==> src/rtl/inv_sub_bytes_iter.sv <==
// Iterative AES InvSubBytes: a 128-bit state is substituted LANES bytes per cycle
// through LANES combinational inverse S-boxes, with valid/ready on both sides.

module inv_sbox (
  input  logic [7:0] in_bus,
  output logic [7:0] out_bus
);

  function automatic logic [7:0] gf_mul(input logic [7:0] a, input logic [7:0] b);
    logic [7:0] p;
    logic [7:0] x;
    p = 8'h00;
    x = a;
    for (int i = 0; i < 8; i++) begin
      if (b[i]) p = p ^ x;
      x = {x[6:0], 1'b0} ^ (x[7] ? 8'h1b : 8'h00);
    end
    return p;
  endfunction

  // Multiplicative inverse as x^254; maps 0 to 0 as AES requires.
  function automatic logic [7:0] gf_inv(input logic [7:0] a);
    logic [7:0] r;
    logic [7:0] sq;
    r  = 8'h01;
    sq = a;
    for (int i = 1; i < 8; i++) begin
      sq = gf_mul(sq, sq);
      r  = gf_mul(r, sq);
    end
    return r;
  endfunction

  logic [7:0] pre;

  // Undo the forward affine transform, then invert in GF(2^8).
  always_comb begin
    pre = {in_bus[6:0], in_bus[7]} ^ {in_bus[4:0], in_bus[7:5]} ^
          {in_bus[1:0], in_bus[7:2]} ^ 8'h05;
    out_bus = gf_inv(pre);
  end

endmodule

module inv_sub_bytes_iter #(
  parameter int LANES = 4
) (
  input  logic         clk,
  input  logic         rst,
  input  logic         in_valid,
  output logic         in_ready,
  input  logic [127:0] in_bus,
  output logic         out_valid,
  input  logic         out_ready,
  output logic [127:0] out_bus,
  output logic         busy
);

  localparam int NSTEP = 16 / LANES;
  localparam int CW    = (NSTEP > 1) ? $clog2(NSTEP) : 1;

  if (!(LANES == 1 || LANES == 2 || LANES == 4 || LANES == 8 || LANES == 16)) begin : g_bad_lanes
    $error("inv_sub_bytes_iter: LANES must be 1, 2, 4, 8 or 16");
  end

  typedef enum logic [1:0] {IDLE, BUSY, DONE} state_t;

  state_t          state_q, state_d;
  logic [CW-1:0]   cnt_q, cnt_d;
  logic [127:0]    work_q, work_d;
  logic [7:0]      lane_in  [LANES];
  logic [7:0]      lane_out [LANES];
  int              base;

  assign base = int'(cnt_q) * LANES;

  for (genvar l = 0; l < LANES; l++) begin : g_lane
    assign lane_in[l] = work_q[(base + l) * 8 +: 8];
    inv_sbox u_inv_sbox (.in_bus(lane_in[l]), .out_bus(lane_out[l]));
  end

  always_comb begin
    // NOTE: every output of this block gets a default first, so no path can infer a latch.
    state_d   = state_q;
    cnt_d     = cnt_q;
    work_d    = work_q;
    in_ready  = 1'b0;
    out_valid = 1'b0;
    case (state_q)
      IDLE: begin
        in_ready = 1'b1;
        if (in_valid) begin
          work_d  = in_bus;
          cnt_d   = '0;
          state_d = BUSY;
        end
      end
      BUSY: begin
        for (int l = 0; l < LANES; l++) work_d[(base + l) * 8 +: 8] = lane_out[l];
        if (cnt_q == CW'(NSTEP - 1)) begin
          cnt_d   = '0;
          state_d = DONE;
        end else begin
          cnt_d = cnt_q + CW'(1);
        end
      end
      DONE: begin
        out_valid = 1'b1;
        if (out_ready) state_d = IDLE;
      end
      default: state_d = IDLE;
    endcase
  end

  // NOTE: state flops use non-blocking assignments so all registers update from the same pre-edge values.
  always_ff @(posedge clk or posedge rst) begin
    if (rst) begin
      state_q <= IDLE;
      cnt_q   <= '0;
      // NOTE: work_q drives out_bus directly, so it must be reset for out_bus to read 0 out of reset.
      work_q  <= '0;
    end else begin
      state_q <= state_d;
      cnt_q   <= cnt_d;
      work_q  <= work_d;
    end
  end

  assign out_bus = work_q;
  assign busy    = (state_q != IDLE);

endmodule

==> config.mk <==
export PLATFORM = sky130hd
export DESIGN_NAME = inv_sub_bytes_iter
export DESIGN_NICKNAME = d
export VERILOG_FILES = /design/src/rtl/inv_sub_bytes_iter.sv
export SDC_FILE = /design/constraint.sdc
export NUM_CORES = 2
export LEC_CHECK = 0
export CAP_MARGIN = 5
export CELL_PAD_IN_SITES_DETAIL_PLACEMENT = 0
export CELL_PAD_IN_SITES_GLOBAL_PLACEMENT = 2
export CORE_ASPECT_RATIO = 0.7
export CORE_MARGIN = 2
export CORE_UTILIZATION = 35
export DETAILED_ROUTE_END_ITERATION = 7
export PLACE_DENSITY = 0.8
export SYNTH_ARGS = -nofsm -noshare
export SYNTH_HDL_FRONTEND = slang
export SYNTH_SLANG_ARGS = --single-unit
==> constraint.sdc <==
create_clock -name clk -period 15.9 [get_ports clk]
set_input_delay 3.975 -clock clk [delete_from_list [all_inputs] [get_ports clk]]
set_output_delay 3.975 -clock clk [all_outputs]
set_load 0.005 [all_outputs]
**Yosys cells after proc, flatten, opt, wreduce, memory -nomap -nowiden**

Cells that the tools add are included.
W data, S select, Z words.

- Input port bits: 132
- Word-level logic and storage cells: 1,629
- Flip-flop bits (word level): 132
- Output and inout port bits: 131

- Add/sub/neg operators: 8
- Muxes and demuxes: 827
- Shift operators: 12
- Bitwise operators: 768
- Equality and inequality tests: 6
- Reductions and logical operators: 5

Operators by type and width:

| cell | number |
|---|---|
| $xor A8 B8 Y8 | 736 |
| $mux W8 | 420 |
| $mux W5 | 368 |
| $bwmux W128 | 4 |
| $shift A8 B33 Y128 const A | 4 |
| $shiftx A8 B33 Y128 | 4 |
| $shiftx A128 B32 Y8 | 3 |
| $pmux W128 S2 | 1 |
| $mux W128 | 1 |
| $shiftx A128 B8 Y8 | 1 |
| $neg A8 Y33 | 3 |
| $neg A7 Y33 | 1 |
| $mux W7 | 4 |
| $not A1 Y1 const A | 28 |
| $mux W6 | 4 |
| $mux W2 | 9 |
| $mux W4 | 4 |
| $mux W3 | 4 |
| $add A4 B2 Y5 const B | 2 |
| $not A2 Y2 | 4 |
| $mux W1 | 6 |
| $ne A2 B2 Y1 const B | 3 |
| $pmux W2 S3 | 1 |
| $add A4 B1 Y5 const B | 1 |
| 8 further kinds | 10 |

**Logic depth before layout (Yosys ltp)**

- Depth after elaboration: 136
- Mapped depth: 76
- Depth with buffers taken out: 58

**Modules after synthesis**

Synthesis repeated with hierarchy kept, for this count alone.

- Cells, all modules: 9,104
- Area total of the unflattened synthesis: 69,263.9 um^2

Modules (own cells, without submodules):

| module | area an instance (um^2) | times used | sequential area each (um^2) | cells each |
|---|---|---|---|---|
| inv_sbox at g_lane[1].u_inv_sbox ... | 15,462.3 | 3 | 0.0 | 2,149 |
| inv_sbox at g_lane[0].u_inv_sbox | 15,149.5 | 1 | 0.0 | 2,019 |
| inv_sub_bytes_iter | 7,727.4 | 1 | 3,303.2 | 638 |

**Worst setup path after synthesis**

Ideal clock, no wire load.

- Path type: reg2reg
- Start point: reg cnt_q[1]
- End point: reg work_q[102], in the netlist out_bus[102]
- Path slack: -0.402 ns
- Period minus slack after synthesis: 16.302 ns
- Path buffers: 14
- Arrival time: 16.176 ns
- Stages on the path, launching flop included: 69
- Data required time: 15.774 ns
- Library setup time: 0.126 ns
- Cells stage by stage: dfrtp_1 buf_6 buf_12 buf_8 buf_8 mux4_2 buf_4 buf_2 buf_2 xnor2_1 ha_1 buf_1 xor2_1 nand3_1 o21ai_1 xnor2_2 xnor2_4 inv_2 [33 not listed] nor3_1 a21oi_1 xnor3_1 xnor3_1 xor2_2 buf_2 nand2_1 a21oi_1 a21oi_1 xnor3_1 xor2_2 xnor3_1 nor2_1 xnor2_1 xor2_1 xnor2_1 xnor3_1 a221o_1

- Cells in the longest elaborated chain, start to end: 134
- Elaborated cells on any way between the ends: 1,576
- Those cells by class: 7 x add/sub; 12 x shift; 817 x mux; 740 x bitwise

RTL lines:

| element | RTL line | source |
|---|---|---|
| start: declaration | 69 | `logic [CW-1:0] cnt_q, cnt_d;` |
| start signal: assignment | 124 | `cnt_q <= cnt_d;` |
| $add A4 B1 Y5 / $shiftx A128 B8 Y8 (equally long branches) | 78, 99 |  |
| $shiftx A128 B32 Y8 / $xor A8 B8 Y8 (equally long branches) | 78, 38 |  |
| $xor A8 B8 Y8 | 38 | `pre = {in_bus[6:0], in_bus[7]} ^ {in_bus[4:0], in_bus[7:5]} ^` |
| $xor A8 B8 Y8 / $not A2 Y2 (equally long branches) | n/a |  |
| $not A2 Y2 (no source line) / $mux W8 (equally long branches) | n/a |  |
| $mux W8 / $xor A8 B8 Y8 (equally long branches) | 15 | `if (b[i]) p = p ^ x;` |
| $xor A8 B8 Y8 / $mux W8 (equally long branches) | 15 |  |
| $mux W8 / $xor A8 B8 Y8 (equally long branches) | 15 |  |
| [117 not listed] | n/a |  |
| $xor A8 B8 Y8 / $mux W8 (equally long branches) | 15 |  |
| $mux W8 / $xor A8 B8 Y8 (equally long branches) | 15 |  |
| $xor A8 B8 Y8 / $mux W8 (equally long branches) | 15 |  |
| $mux W8 / $shiftx A8 B33 Y128 (equally long branches) | 15, 99 |  |
| $shiftx A8 B33 Y128 / $bwmux W128 (equally long branches) | 99 | `for (int l = 0; l < LANES; l++) work_d[(base + l) * 8 +: 8] = lane_out[l];` |
| $bwmux W128 (2 in a row) | 99 |  |
| $bwmux W128 * | 99 |  |
| $pmux W128 S2 * | 89 | `case (state_q)` |
| end signal: assignment | 125 | `work_q <= work_d;` |
| end: declaration | 70 | `logic [127:0] work_q, work_d;` |

Every way passes the cells marked *; elsewhere a longest branch is shown, timed or not.
A chain may end at the register's enable or synchronous reset.

**Worst setup path in the final report**

- Start point: reg cnt_q[0]
- End point: reg work_q[63], in the netlist out_bus[63]

Same word-level chain as after synthesis.

==> summary.txt <==
vias per inst: 5.58
Max Clock Freq: 0.0655 GHz
final worst slack: 0.627 ns
largest net degree at the start of global routing: 74
worst slack, placed: -0.753 ns
XOR/XNOR Fraction of Synth Area: 45.8%
mux contribution to synthesized area: 6.00%
DR pass1 iterations: 7
RD Place Congestion: 0.926
critical path endpoint category: flip-flop
run status: complete, no violations
Avg WL per Cell: 21.9 microns
Antenna Nets Post-Route: 0
Syn Nets: 8,545
worst min path class: flip-flop to flip-flop
area grow syn2layout: 16.4%
Clock Latency Late Sink: 0.54 ns
Slew @ Worst Pin: 1.20 ns
Unique masters post-synth: 131
clock buffer depth: 2
Die ar.: 190,000 sq um
Yosys top cell by area: xnor2_1
post-synth top area share: 19.7%
CTS Hold Bufs: 0
fillers: 18,700
max_slew headroom: 19.6%
Worst-path clk slew: 0.08 ns
Setup crit start: cnt_q[0]
Die Ht: 365 microns
initial antenna violation count: 3
1st-iter DRT viols: 6,182
Async SR Flop Fraction: 100%
vias in the first global route: 57,900
Fin. Hold Viols: 0
setup TNS: 0 ns
core outline area: 185,000 sq um
via count: 63,000
largest family of logic cells by synthesized area: XOR/XNOR gates
critical path class: flip-flop to flip-flop
worst-path maximum fanout: 22
EDFF count, synth: 0
most used cell, CP: buf_4
commonest cells after routing, fill and taps aside: xnor2_1 (1,362), nor2_1 (1,114), nand2_1 (810), buf_4 (714), a21oi_1 (480)
CTS root buffer: clkbuf_16
Max stage delay cell, worst path: mux4_2
Slew Limit Fails: 0
total grt overflow: 0
worst endpoint required time: 16.30 ns
FF-to-FF Start: cnt_q[0]
detailed placement HPWL: 189 mm
Hold Path Cell Cnt: 2
RSZ-0062 raised after global routing: true
Nets: 8,946
top cells by area, synth: xnor2_1 (20%), xnor3_1 (11%), nor2_1 (6.4%)
Synth Cell Area: 65,300 sq um
Ports: 263
Synth Area in Compound Gates: 18.5%
CTS tree: built
crit path DAT: 15.67 ns
Overall Global Routing Usage: 25.0%
first-pass GRT wire length: 374 mm
Ys Warns: 0
Mapped Cells: 8,388
row cnt: 132
Simple-Gate Fraction of Synth Area: 18.6%
final wirelength: 247 mm
r2r worst-path depth: 55
count of max-cap constraint violations: 0
layout cells sized above 1: 16.5%
Largest stage delay, worst path: 0.63 ns
most common cell after layout, fill and taps aside: xnor2_1
Remaining DRCs: 0
Mean Syn Cell Area: 7.79 sq um
Die Span X: 520 microns
Core Util, Final: 41.1%
hold path startpoint: out_bus[74]
Fin Hold WS: 0.521 ns
sequential area share after synthesis: 5.06%
Main synth FF type: dfrtp_1
Adder-Cell Fraction of Synth Area: 0.586%
Port Buffers: 262
clk_skew: 0.0242 ns
Initial Util: 35.3%
CTS buffer count: 17
H-tree depth: 4
Sink Count: 132
Yosys reg bits: 132
final setup vio count: 0
startpoint types: flip-flop
min Tclk post-route: 15.27 ns
crit share post-route: 96.1%
==> per-stage QoR <==
stage               cells  cell area, sq um
CTS                 11200             74100
global placement    11100             73200
floorplan            8388             65300
global route        11300             76000
finish              11300             76000
detailed placement  11100             73200
==> Yosys cell counts (53+ instances only) <==
cell	count
xnor2_2	112
and3_1	61
nor2b_1	80
a21oi_1	487
o21ai_0	366
nor2_1	1119
mux2i_1	227
o22ai_1	165
a31oi_1	67
a22oi_1	87
xnor3_1	309
clkbuf_1	320
a211oi_1	54
nor3_1	202
nand2b_1	78
nand3_1	192
inv_1	88
nand2_1	810
dfrtp_1	132
o21ai_1	100
xor2_1	457
buf_4	53
buf_2	146
o211ai_1	61
xnor2_1	1471
mux2_2	57
==> path summary, 6_finish.rpt <==
check	endpoint	slack, ns
setup / recovery	out_bus[63]	0.63
hold reg to reg	out_bus[74]	0.52
setup reg to reg	out_bus[63]	0.63
hold / removal	out_bus[74]	0.52
min in group asynchronous	out_bus[54]	3.98
max in group asynchronous	cnt_q[0]	10.40
==> critical path: cells and delay by family, from the launching register on <==
kind	cells	cell delay (ns)
xor+xnor	23	7.44
compound gates	8	2.13
buf+inv	10	1.89
simple gates	9	1.58
mux	4	1.26
flops	1	0.44
fa+ha+maj	1	0.32
==> logic make-up after synthesis <==
group,count (synthesis)
simple gates,2765
xor+xnor,2532
compound gates,1862
buf+inv,733
mux,332
flops,132
fa+ha+maj,32
==> sequential cells by signal, indices dropped and copies added, names as in the netlist <==
name	count
out_bus	128
cnt_q	2
state_q	2
==> metal layers <==
| metal | global-route usage [%] | wire [microns] | vias to the layer above |
|---|---|---|---|
| met4 | 6.57 | 6380 | 2 |
| met3 | 2.36 | 15300 | 172 |
| li1 | - | - | 30000 |
| met5 | 0 | 13 | - |
| met2 | 36.2 | 104000 | 2146 |
| met1 | 38.7 | 122000 | 30700 |
==> final cells by class <==
type                            instances  area [sq um]  area share [%]
Clock buffer                           17           425           0.559
Antenna cell                            2          5.00         0.00658
Timing Repair Buffer                  993          8290            10.9
Clock inverter                         15           181           0.239
Sequential cell                       132          3310            4.35
Tap cell                             2479          3100            4.08
Multi-Input combinational cell       7525         60300            79.3
Inverter                              120           460           0.606
==> what timing repair did <==
item                                    CTS  global route
cloned                                    0             2
gates resized for setup                  19           194
buffers inserted                         17            83
pin swaps                                 6            44
endpoints found under the setup margin   65           128
Power is left out: the tool's default activity adds up to more than one toggle a clock period on the data nets, which glitch-free logic cannot reach.
